`src/rtl/pipeline_hazard_ctrl_if.sv`:
```
// ============================================================================
// Module  : pipeline_hazard_ctrl_if
// Brief   : Decode/EX/MEM/WB side-band bundle for the hazard controller.
// Revision: 1.0
// ============================================================================
`default_nettype none

interface pipeline_hazard_ctrl_if #(
    parameter int REG_W  = 5,
    parameter int XLEN   = 64,
    parameter int PERF_W = 32
) ();
    logic              id_valid;
    logic [REG_W-1:0]  id_rs1;
    logic [REG_W-1:0]  id_rs2;
    logic              id_rs1_used;
    logic              id_rs2_used;
    logic [REG_W-1:0]  id_rd;
    logic              id_rd_wen;
    logic              id_is_load;
    logic              id_is_ecall;
    logic              ex_ready;
    logic              id_issue;
    logic [REG_W-1:0]  ex_rd;
    logic              ex_wen;
    logic              ex_is_load;
    logic [XLEN-1:0]   ex_res;
    logic              ld_done;
    logic [REG_W-1:0]  ld_rd;
    logic              wb_wen;
    logic [REG_W-1:0]  wb_rd;
    logic [XLEN-1:0]   wb_val;
    logic [XLEN-1:0]   rf_val1;
    logic [XLEN-1:0]   rf_val2;
    logic [XLEN-1:0]   fwd_val1;
    logic [XLEN-1:0]   fwd_val2;
    logic              jump_valid;
    logic [XLEN-1:0]   jump_pc;
    logic              redirect_valid;
    logic [XLEN-1:0]   redirect_pc;
    logic              flush;
    logic              ecall_done;
    logic [1:0]        state_o;
    logic              sb_err;
    logic [PERF_W-1:0] stall_cnt;
    logic [PERF_W-1:0] flush_cnt;

    // Core pipeline side
    modport master (
        output id_valid, id_rs1, id_rs2, id_rs1_used, id_rs2_used, id_rd,
               id_rd_wen, id_is_load, id_is_ecall, ex_ready, ex_rd, ex_wen,
               ex_is_load, ex_res, ld_done, ld_rd, wb_wen, wb_rd, wb_val,
               rf_val1, rf_val2, jump_valid, jump_pc, ecall_done,
        input  id_issue, fwd_val1, fwd_val2, redirect_valid, redirect_pc,
               flush, state_o, sb_err, stall_cnt, flush_cnt
    );

    // Hazard controller side
    modport slave (
        input  id_valid, id_rs1, id_rs2, id_rs1_used, id_rs2_used, id_rd,
               id_rd_wen, id_is_load, id_is_ecall, ex_ready, ex_rd, ex_wen,
               ex_is_load, ex_res, ld_done, ld_rd, wb_wen, wb_rd, wb_val,
               rf_val1, rf_val2, jump_valid, jump_pc, ecall_done,
        output id_issue, fwd_val1, fwd_val2, redirect_valid, redirect_pc,
               flush, state_o, sb_err, stall_cnt, flush_cnt
    );
endinterface

`default_nettype wire

```
`src/rtl/pipeline_hazard_ctrl.sv`:
```
// ============================================================================
// Module  : pipeline_hazard_ctrl
// Brief   : Load-use scoreboard, operand forwarding, jump flush and ecall
//           serialisation for the in-order five-stage core.
// Revision: 1.0
// ============================================================================
`default_nettype none

module pipeline_hazard_ctrl #(
    parameter int NUM_REGS     = 32,
    parameter int REG_W        = 5,
    parameter int XLEN         = 64,
    parameter int CNT_W        = 2,
    parameter int FLUSH_CYCLES = 1,
    parameter int PERF_W       = 32
) (
    input  wire logic             clk,
    input  wire logic             reset,
    pipeline_hazard_ctrl_if.slave bus
);

    typedef enum logic [1:0] {
        ST_RUN        = 2'd0,
        ST_FLUSH      = 2'd1,
        ST_ECALL_WAIT = 2'd2
    } state_t;

    localparam int               c_FC_W    = (FLUSH_CYCLES > 1) ? $clog2(FLUSH_CYCLES) : 1;
    localparam logic [c_FC_W-1:0] c_FC_LAST = c_FC_W'(FLUSH_CYCLES - 1);
    localparam logic [CNT_W-1:0] c_CNT_MAX = '1;

    state_t            r_state;
    state_t            w_state_next;
    logic [c_FC_W-1:0] r_fcnt;
    logic [c_FC_W-1:0] w_fcnt_next;
    logic [CNT_W-1:0]  r_pending [NUM_REGS];
    logic              r_jump_applied;
    logic              r_redirect_valid;
    logic [XLEN-1:0]   r_redirect_pc;
    logic              r_flush;
    logic              r_sb_err;
    logic [PERF_W-1:0] r_stall_cnt;
    logic [PERF_W-1:0] r_flush_cnt;

    logic              w_new_jump;
    logic              w_accept_jump;
    logic              w_rs1_busy;
    logic              w_rs2_busy;
    logic              w_rd_sat;
    logic              w_hazard;
    logic              w_issue;
    logic              w_ld_inc;
    logic              w_ld_dec;
    logic              w_underflow;
    logic [XLEN-1:0]   w_fwd1;
    logic [XLEN-1:0]   w_fwd2;

    // ------------------------------------------------------------------
    // Hazard detection and issue
    // ------------------------------------------------------------------
    assign w_new_jump  = bus.jump_valid && !r_jump_applied;
    assign w_rs1_busy  = bus.id_rs1_used && (r_pending[bus.id_rs1] != '0);
    assign w_rs2_busy  = bus.id_rs2_used && (r_pending[bus.id_rs2] != '0);
    // A further load to a register whose counter is full would overflow it
    assign w_rd_sat    = bus.id_is_load && bus.id_rd_wen && (bus.id_rd != '0)
                         && (r_pending[bus.id_rd] == c_CNT_MAX);
    assign w_hazard    = w_rs1_busy || w_rs2_busy || w_rd_sat;
    assign w_issue     = bus.id_valid && bus.ex_ready && (r_state == ST_RUN)
                         && !w_hazard && !w_new_jump;

    assign w_ld_inc    = w_issue && bus.id_is_load && bus.id_rd_wen && (bus.id_rd != '0);
    assign w_ld_dec    = bus.ld_done && (bus.ld_rd != '0);
    assign w_underflow = w_ld_dec && (r_pending[bus.ld_rd] == '0);

    // ------------------------------------------------------------------
    // Pending-load scoreboard; entry 0 stays at zero forever
    // ------------------------------------------------------------------
    always_ff @(posedge clk) begin
        if (!reset) begin
            for (int r = 0; r < NUM_REGS; r++) begin
                r_pending[r] <= '0;
            end
        end else begin
            for (int r = 1; r < NUM_REGS; r++) begin
                if (w_ld_inc && (bus.id_rd == REG_W'(r))
                    && !(w_ld_dec && (bus.ld_rd == REG_W'(r)))) begin
                    r_pending[r] <= r_pending[r] + 1'b1;
                end else if (w_ld_dec && (bus.ld_rd == REG_W'(r))
                             && !(w_ld_inc && (bus.id_rd == REG_W'(r)))
                             && (r_pending[r] != '0)) begin
                    r_pending[r] <= r_pending[r] - 1'b1;
                end
            end
        end
    end

    // ------------------------------------------------------------------
    // Operand forwarding; loads in EX have no result yet
    // ------------------------------------------------------------------
    always_comb begin
        w_fwd1 = bus.rf_val1;
        if (bus.id_rs1 == '0) begin
            w_fwd1 = '0;
        end else if (bus.ex_wen && !bus.ex_is_load && (bus.ex_rd == bus.id_rs1)) begin
            w_fwd1 = bus.ex_res;
        end else if (bus.wb_wen && (bus.wb_rd == bus.id_rs1)) begin
            w_fwd1 = bus.wb_val;
        end
    end

    always_comb begin
        w_fwd2 = bus.rf_val2;
        if (bus.id_rs2 == '0) begin
            w_fwd2 = '0;
        end else if (bus.ex_wen && !bus.ex_is_load && (bus.ex_rd == bus.id_rs2)) begin
            w_fwd2 = bus.ex_res;
        end else if (bus.wb_wen && (bus.wb_rd == bus.id_rs2)) begin
            w_fwd2 = bus.wb_val;
        end
    end

    // ------------------------------------------------------------------
    // Control FSM
    // ------------------------------------------------------------------
    always_comb begin
        w_state_next  = r_state;
        w_fcnt_next   = r_fcnt;
        w_accept_jump = 1'b0;
        case (r_state)
            ST_RUN: begin
                if (w_new_jump) begin
                    w_accept_jump = 1'b1;
                    w_state_next  = ST_FLUSH;
                    w_fcnt_next   = c_FC_LAST;
                end else if (w_issue && bus.id_is_ecall) begin
                    w_state_next  = ST_ECALL_WAIT;
                end
            end
            ST_FLUSH: begin
                if (r_fcnt == '0) begin
                    w_state_next = ST_RUN;
                end else begin
                    w_fcnt_next  = r_fcnt - 1'b1;
                end
            end
            ST_ECALL_WAIT: begin
                if (bus.ecall_done) begin
                    w_state_next = ST_RUN;
                end
            end
            default: begin
                w_state_next = ST_RUN;
            end
        endcase
    end

    always_ff @(posedge clk) begin
        if (!reset) begin
            r_state          <= ST_RUN;
            r_fcnt           <= '0;
            r_jump_applied   <= 1'b0;
            r_redirect_valid <= 1'b0;
            r_redirect_pc    <= '0;
            r_flush          <= 1'b0;
            r_sb_err         <= 1'b0;
            r_stall_cnt      <= '0;
            r_flush_cnt      <= '0;
        end else begin
            r_state          <= w_state_next;
            r_fcnt           <= w_fcnt_next;
            r_redirect_valid <= w_accept_jump;
            r_flush          <= (w_state_next == ST_FLUSH);
            if (w_accept_jump) begin
                r_redirect_pc <= bus.jump_pc;
            end
            // One redirect per jump: re-arm only once EX drops jump_valid
            if (!bus.jump_valid) begin
                r_jump_applied <= 1'b0;
            end else if (w_accept_jump) begin
                r_jump_applied <= 1'b1;
            end
            if (w_underflow) begin
                r_sb_err <= 1'b1;
            end
            if (bus.id_valid && !w_issue) begin
                r_stall_cnt <= r_stall_cnt + 1'b1;
            end
            if (w_accept_jump) begin
                r_flush_cnt <= r_flush_cnt + 1'b1;
            end
        end
    end

    assign bus.id_issue       = w_issue;
    assign bus.fwd_val1       = w_fwd1;
    assign bus.fwd_val2       = w_fwd2;
    assign bus.redirect_valid = r_redirect_valid;
    assign bus.redirect_pc    = r_redirect_pc;
    assign bus.flush          = r_flush;
    assign bus.state_o        = r_state;
    assign bus.sb_err         = r_sb_err;
    assign bus.stall_cnt      = r_stall_cnt;
    assign bus.flush_cnt      = r_flush_cnt;

endmodule

`default_nettype wire

```
`src/flat_wrapper.sv`:
```
// flat-port wrapper written by rule: the top's interface ports become plain ports
module pipeline_hazard_ctrl_flat 
#(
    parameter int NUM_REGS     = 32,
    parameter int REG_W        = 5,
    parameter int XLEN         = 64,
    parameter int CNT_W        = 2,
    parameter int FLUSH_CYCLES = 1,
    parameter int PERF_W       = 32
)
  (clk, reset, bus_id_valid, bus_id_rs1, bus_id_rs2, bus_id_rs1_used, bus_id_rs2_used, bus_id_rd, bus_id_rd_wen, bus_id_is_load, bus_id_is_ecall, bus_ex_ready, bus_ex_rd, bus_ex_wen, bus_ex_is_load, bus_ex_res, bus_ld_done, bus_ld_rd, bus_wb_wen, bus_wb_rd, bus_wb_val, bus_rf_val1, bus_rf_val2, bus_jump_valid, bus_jump_pc, bus_ecall_done, bus_id_issue, bus_fwd_val1, bus_fwd_val2, bus_redirect_valid, bus_redirect_pc, bus_flush, bus_state_o, bus_sb_err, bus_stall_cnt, bus_flush_cnt);
  pipeline_hazard_ctrl_if #(.REG_W(REG_W), .XLEN(XLEN), .PERF_W(PERF_W)) bus_i ();
  input  wire logic clk;
  input  wire logic reset;
  input wire logic [$bits(bus_i.id_valid)-1:0] bus_id_valid;
  input wire logic [$bits(bus_i.id_rs1)-1:0] bus_id_rs1;
  input wire logic [$bits(bus_i.id_rs2)-1:0] bus_id_rs2;
  input wire logic [$bits(bus_i.id_rs1_used)-1:0] bus_id_rs1_used;
  input wire logic [$bits(bus_i.id_rs2_used)-1:0] bus_id_rs2_used;
  input wire logic [$bits(bus_i.id_rd)-1:0] bus_id_rd;
  input wire logic [$bits(bus_i.id_rd_wen)-1:0] bus_id_rd_wen;
  input wire logic [$bits(bus_i.id_is_load)-1:0] bus_id_is_load;
  input wire logic [$bits(bus_i.id_is_ecall)-1:0] bus_id_is_ecall;
  input wire logic [$bits(bus_i.ex_ready)-1:0] bus_ex_ready;
  input wire logic [$bits(bus_i.ex_rd)-1:0] bus_ex_rd;
  input wire logic [$bits(bus_i.ex_wen)-1:0] bus_ex_wen;
  input wire logic [$bits(bus_i.ex_is_load)-1:0] bus_ex_is_load;
  input wire logic [$bits(bus_i.ex_res)-1:0] bus_ex_res;
  input wire logic [$bits(bus_i.ld_done)-1:0] bus_ld_done;
  input wire logic [$bits(bus_i.ld_rd)-1:0] bus_ld_rd;
  input wire logic [$bits(bus_i.wb_wen)-1:0] bus_wb_wen;
  input wire logic [$bits(bus_i.wb_rd)-1:0] bus_wb_rd;
  input wire logic [$bits(bus_i.wb_val)-1:0] bus_wb_val;
  input wire logic [$bits(bus_i.rf_val1)-1:0] bus_rf_val1;
  input wire logic [$bits(bus_i.rf_val2)-1:0] bus_rf_val2;
  input wire logic [$bits(bus_i.jump_valid)-1:0] bus_jump_valid;
  input wire logic [$bits(bus_i.jump_pc)-1:0] bus_jump_pc;
  input wire logic [$bits(bus_i.ecall_done)-1:0] bus_ecall_done;
  output wire logic [$bits(bus_i.id_issue)-1:0] bus_id_issue;
  output wire logic [$bits(bus_i.fwd_val1)-1:0] bus_fwd_val1;
  output wire logic [$bits(bus_i.fwd_val2)-1:0] bus_fwd_val2;
  output wire logic [$bits(bus_i.redirect_valid)-1:0] bus_redirect_valid;
  output wire logic [$bits(bus_i.redirect_pc)-1:0] bus_redirect_pc;
  output wire logic [$bits(bus_i.flush)-1:0] bus_flush;
  output wire logic [$bits(bus_i.state_o)-1:0] bus_state_o;
  output wire logic [$bits(bus_i.sb_err)-1:0] bus_sb_err;
  output wire logic [$bits(bus_i.stall_cnt)-1:0] bus_stall_cnt;
  output wire logic [$bits(bus_i.flush_cnt)-1:0] bus_flush_cnt;
  assign bus_i.id_valid = bus_id_valid;
  assign bus_i.id_rs1 = bus_id_rs1;
  assign bus_i.id_rs2 = bus_id_rs2;
  assign bus_i.id_rs1_used = bus_id_rs1_used;
  assign bus_i.id_rs2_used = bus_id_rs2_used;
  assign bus_i.id_rd = bus_id_rd;
  assign bus_i.id_rd_wen = bus_id_rd_wen;
  assign bus_i.id_is_load = bus_id_is_load;
  assign bus_i.id_is_ecall = bus_id_is_ecall;
  assign bus_i.ex_ready = bus_ex_ready;
  assign bus_i.ex_rd = bus_ex_rd;
  assign bus_i.ex_wen = bus_ex_wen;
  assign bus_i.ex_is_load = bus_ex_is_load;
  assign bus_i.ex_res = bus_ex_res;
  assign bus_i.ld_done = bus_ld_done;
  assign bus_i.ld_rd = bus_ld_rd;
  assign bus_i.wb_wen = bus_wb_wen;
  assign bus_i.wb_rd = bus_wb_rd;
  assign bus_i.wb_val = bus_wb_val;
  assign bus_i.rf_val1 = bus_rf_val1;
  assign bus_i.rf_val2 = bus_rf_val2;
  assign bus_i.jump_valid = bus_jump_valid;
  assign bus_i.jump_pc = bus_jump_pc;
  assign bus_i.ecall_done = bus_ecall_done;
  assign bus_id_issue = bus_i.id_issue;
  assign bus_fwd_val1 = bus_i.fwd_val1;
  assign bus_fwd_val2 = bus_i.fwd_val2;
  assign bus_redirect_valid = bus_i.redirect_valid;
  assign bus_redirect_pc = bus_i.redirect_pc;
  assign bus_flush = bus_i.flush;
  assign bus_state_o = bus_i.state_o;
  assign bus_sb_err = bus_i.sb_err;
  assign bus_stall_cnt = bus_i.stall_cnt;
  assign bus_flush_cnt = bus_i.flush_cnt;
  pipeline_hazard_ctrl #(.NUM_REGS(NUM_REGS), .REG_W(REG_W), .XLEN(XLEN), .CNT_W(CNT_W), .FLUSH_CYCLES(FLUSH_CYCLES), .PERF_W(PERF_W)) u_core (.clk(clk), .reset(reset), .bus(bus_i));
endmodule
```
`config.mk`:
```
export PLATFORM = sky130hd
export DESIGN_NAME = pipeline_hazard_ctrl_flat
export DESIGN_NICKNAME = d
export VERILOG_FILES = /design/src/rtl/pipeline_hazard_ctrl_if.sv /design/src/rtl/pipeline_hazard_ctrl.sv /design/src/flat_wrapper.sv
export SDC_FILE = /design/constraint.sdc
export NUM_CORES = 1
export LEC_CHECK = 0
export ABC_CLOCK_PERIOD_IN_PS = 5000
export BUFFER_PORTS_ARGS = -buffer_cell sky130_fd_sc_hd__buf_2
export CAP_MARGIN = 30
export CORE_AREA = 2 2 244 246
export CTS_CLUSTER_DIAMETER = 200
export DETAILED_ROUTE_END_ITERATION = 10
export DIE_AREA = 0 0 246 248
export GPL_TIMING_DRIVEN = 0
export PLACE_DENSITY = 0.54
export SLEW_MARGIN = 20
export SYNTH_ARGS = -nofsm -noshare
export SYNTH_HDL_FRONTEND = slang
export SYNTH_SLANG_ARGS = --single-unit
```
`constraint.sdc`:
```
create_clock -name clk -period 5 [get_ports clk]
set_input_delay 0.5 -clock clk [delete_from_list [all_inputs] [get_ports clk]]
set_output_delay 0.5 -clock clk [all_outputs]
set_load 0.02 [all_outputs]
```
Word level (Yosys, flattened, before mapping)
Memory sizes are Yosys's and may differ from the RTL's. Cells that the tools add are included.

ROM bits: 0. Memories: 1. Input port bits: 365. RAM bits: 64. Word-level logic and storage cells: 792. Flip-flop bits (word level): 135. Output and inout bits: 262. Bits in latches: 0.

Muxes and demuxes: 296. Divide/modulo/power cells: 0. Multiply operators: 0. Bitwise logic cells: 62. Reduce and logical (&&, ||, !) cells: 288. Add/subtract/negate cells: 65. Equality and inequality tests: 71. $lt $le $gt $ge: 0. Shift-type cells: 0.

Memories: u_core.r_pending (words 32, width 2, rd ports 35, clocked after Yosys merged registers in 0, write ports 32, line pipeline_hazard_ctrl.sv:36) `logic [CNT_W-1:0] r_pending [NUM_REGS];`.

Operator list (count): $mux 64 (6); $mux 1 (222); $logic_and 1x1->1 (177); $eq 5x5->1 const B (32); $mux 2 (66); $eq 5x4->1 const B (16); $reduce_bool 2->1 (34); $logic_not 1->1 (67); $add 32x1->32 const B (2); $add 2x1->2 const B (31); $or 1x1->1 (62); $sub 2x1->2 const B (31); $eq 5x3->1 const B (8); $eq 5x2->1 const B (4); $eq 5x5->1 (4); $eq 5x1->1 const B (2); $logic_not 5->1 (2); $reduce_bool 5->1 (2); $pmux 2 s3 (1); $eq 2x1->1 const B (2); $eq 2x2->1 const B (2); $logic_not 2->1 (2); $reduce_and 2->1 (2); $logic_or 1x1->1 (2); 3 further kinds (3).

Logic depth before layout (Yosys ltp)
An unclocked memory read counts as a cell.

Depth in word-level cells: 20. Gate-level depth with buffers: 13. Mapped depth without buffers: 9.

Worst setup path before layout
OpenSTA, ideal clock, no wires.

Path kind: input to output. Start point: input port bus_id_rs2[0]. End point: output port bus_fwd_val2[23]. Arrival: 2.787 ns. Slack: 1.713 ns. Data required time: 4.500 ns. Stages: 8. Buffers on the path: 3. Path through: clkbuf_1 xor2_1 nor4_1 and3_1 clkbuf_1 buf_1 mux2i_1 a211oi_1.

Cells in the longest elaborated chain, start to end: 5. Elaborated cells between the ends (all ways): 8. Classes of those cells: eq/ne: 2; mux: 3; reduce/logical: 3.

Ends and longest elaborated chain: from (decl) (line flat_wrapper.sv:17) `input wire logic [$bits(bus_i.id_rs2)-1:0] bus_id_rs2;`; $eq 5x5->1 (line pipeline_hazard_ctrl.sv:117) `end else if (bus.wb_wen && (bus.wb_rd == bus.id_rs2)) begin`; $logic_and 1x1->1 (line pipeline_hazard_ctrl.sv:117); $mux 64 (line pipeline_hazard_ctrl.sv:117); $mux 64 (line pipeline_hazard_ctrl.sv:115) `end else if (bus.ex_wen && !bus.ex_is_load && (bus.ex_rd == bus.id_rs2)) begin`; $mux 64 * (line pipeline_hazard_ctrl.sv:113) `if (bus.id_rs2 == '0) begin`; to (decl) (line flat_wrapper.sv:41) `output wire logic [$bits(bus_i.fwd_val2)-1:0] bus_fwd_val2;`.

Every way passes the cells marked *; elsewhere a longest branch is shown, timed or not.

==> key figures <==
Outcome
  – Outcome: completed

Logic synthesis
  – Post-synthesis cell count: 1,810
  – Ys flop type: dfxtp_1
  – Async SR Flop Fraction: 0
  – #FFs+latches synth: 196
  – Yosys warnings: 0
  – Post-synth cell types: 71
  – Netlist Area Pre-Place: 14,400 um^2
  – Cell taking the most area after synthesis: dfxtp_1
  – Synth area leaders: dfxtp_1, edfxtp_1, mux2i_1
  – Most numerous cell in the Yosys netlist: nor2_1
  – Yosys top cell area share: 0.186
  – Post-synth top cells: nor2_1, nand2_1, mux2i_1
  – Syn Area/Cell: 7.95 um^2
  – Sequential share of the synthesized area: 0.316
  – Post-Syn Nets: 2,178
  – Number of synthesized flops with an enable pin: 62

Clock network
  – CTS H-tree depth: 4
  – Clock buffer depth: 2
  – Worst-path clk slew: 80 ps
  – Clock Tree Root: clkbuf_16
  – CTS sink cnt: 196
  – CTS Buf Count: 17
  – CTS resizes: 0
  – Post-CTS Setup Repair Bufs: 0
  – CTS tree: done
  – Hold-fix buffers, CTS: 0
  – Clock Latency Late Sink: 470 ps

Global route
  – Initial antenna violation count: 23
  – Gr usage total: 0.249
  – Largest net degree at the start of global routing: 21
  – First-pass GRT wire length: 112,000 um
  – GRT Residual Overflow: 0
  – Vias in the first global route: 16.9k

Routing
  – Antenna viol nets, final: 0
  – Drt total wl: 80,500 um
  – Drt pass-1 iters: 5
  – DR iter-0 viols: 1,332
  – WL/cell: 24.8 um
  – Vias per inst: 5.35
  – DRC viols: 0
  – Vias: 17.4k

Floorplan
  – Core area: 58,500 um^2
  – Row count: 89
  – Starting Density: 0.246
  – # IOs: 627
  – Die area: 61,000 um^2
  – Die X: 246 um
  – Die Ht: 248 um

Worst hold path
  – Start point of the worst hold path: bus_jump_pc[48]
  – Hold Path Class: input pin to flop
  – Worst Hold Depth: 3
  – Hold Crit Endpoint: u_core.bus.redirect_pc[48]

Placed design
  – GP Congestion: 1.03
  – Port bufs: 618
  – Placed insts: 3,205
  – DP Wirelength: 66,400 um

Worst setup path
  – CP Class: flop to output pin
  – Worst-path fanout max: 10
  – R2r startpoint: u_core.r_pending[1][0]
  – FF-to-FF End: u_core.r_pending[20][1]
  – Crit path launch: u_core.r_pending[1][0]
  – Worst EP required: 4500 ps
  – R2r worst-path depth: 8
  – CP Launch Type: flop
  – R2R setup slack: 720 ps
  – Arr. time, crit path: 3970 ps
  – Setup crit end kind: output pin

STA
  – Final setup vio count: 0
  – Final Slew Violations: 0
  – Tmin final: 4470 ps
  – Clk_skew: 16.6 ps
  – Fmax: 0.224 GHz
  – Final Cycle Share: 0.894
  – Slew HR: 0.386
  – Sum Neg Setup Slack: 0 ps
  – Slew @ Worst Pin: 916 ps
  – RSZ-0062 raised after global routing: false
  – Final hold vios: 0

Pwr
  – Leakage: 7.63 nW
  – Worst VDD drop: 0.000239 V
  – Cell Pwr Density: 231 nW/um^2
  – Total power: 0.00442 W

Final layout
  – Area Overhead vs Synth: 33.1%
  – Core Util, Final: 0.328
  – Fin nets: 2,819
  – Finished Layout Cells: 3,249
  – Share of layout cells above drive strength 1: 0.292

Job
  – Max Cap Viol: 0
-- cell families (layout without fill, tap and decap cells) --
| logic type | Yosys count | count (layout) | share of synthesized area |
|---|---|---|---|
| AO/OA/AOI/OAI | 405 | 405 | 0.198 |
| adder cells (fa/ha/maj) | 3 | 3 | 0.00261 |
| flip-flops | 196 | 196 | 0.316 |
| XOR/XNOR | 66 | 66 | 0.0402 |
| buffers and inverters | 166 | 820 | 0.0469 |
| other | 0 | 12 | 0 |
| multiplexers | 180 | 180 | 0.143 |
| AND/OR/NAND/NOR | 794 | 794 | 0.253 |
-- registers in the layout, summed over array words and instances, names as in the netlist --
name                       count
u_core.bus.state_o             2
u_core.bus.stall_cnt          32
u_core.r_jump_applied          1
u_core.bus.redirect_valid      1
u_core.bus.flush_cnt          32
u_core.bus.flush               1
u_core.r_pending              62
u_core.bus.sb_err              1
u_core.bus.redirect_pc        64
-- routing by layer --
metal / share of wire / track usage / wire (um)
met1: 0.37 / 0.281 / 30100
met5: 0.0021 / 0 / 168
met4: 0.035 / 0.0986 / 2850
met3: 0.10 / 0.0841 / 8310
met2: 0.49 / 0.431 / 39200
-- report_power, final --
group          switching, W  internal [W]
sequential        0.0000632       0.00171
combinational      0.000755      0.000401
clock              0.000738      0.000752
total               0.00156       0.00286
-- cell usage in the layout, fill, tap and decap left out, types with 5 or more instances in the layout --
cell type	n
a211oi_1	149
edfxtp_1	62
a21oi_1	94
nand4b_1	12
nand3b_1	6
o21ai_0	37
diode_2	12
nor2_1	278
a2111oi_0	6
buf_4	5
o211ai_1	33
or4_1	12
o221ai_1	5
nor2b_1	13
clkbuf_1	113
mux2i_1	156
nand4_1	31
xnor2_1	23
buf_1	8
mux4_2	20
a31oi_1	11
nand2_1	229
nand3_1	68
xor2_1	43
or3_1	17
clkbuf_16	19
o31ai_1	12
buf_2	638
inv_1	20
o2111ai_1	5
o311ai_0	16
dfxtp_1	134
nor4_1	16
nor3_1	40
and3_1	18
nand2b_1	24
and2_1	12
-- how the worst max path moves through the flow --
stage          cells past startpoint  slack [ps]                      to
6_report                           9         530            bus_id_issue
3_3_place_gp                       9         120         bus_fwd_val2[3]
4_1_cts                            9         580            bus_id_issue
5_1_grt                            9         360            bus_id_issue
3_5_place_dp                      12         560  u_core.r_pending[4][1]
2_1_floorplan                      8        1710        bus_fwd_val2[23]
-- worst max-delay path, stage by stage, from the launching register on --
cell and delay [ps]:
edfxtp_1 490, nor2_1 460, o31ai_1 150, o32a_1 350, a211oi_1 610, o32a_4 410
nand2_2 100, inv_2 290, buf_2 400, buf_2 240
-- layout make-up --
cell class | count | area [um^2]
tap | 773 | 967
antenna | 12 | 30.0
inverter | 21 | 78.8
sequential | 196 | 4540
multi-input combinational | 1448 | 9170
buffer | 145 | 596
clock inverter | 11 | 141
clock buffer | 21 | 493
fill | 6360 | 39300
timing repair buffer | 622 | 3140
-- metrics by stage --
| stage | setup slack, ps | hold slack (ps) | instance area [um^2] |
|---|---|---|---|
| final | 528 | 262 | 19200 |
| after global routing | 358 | 256 | 19200 |
| after CTS | 581 | 238 | 19100 |
| after detailed placement | 565 | 446 | 18500 |
| after global placement | 119 | 441 | 18500 |
| after floorplan | 1710 | 505 | 14400 |
Power figures use the tool's default switching activity.
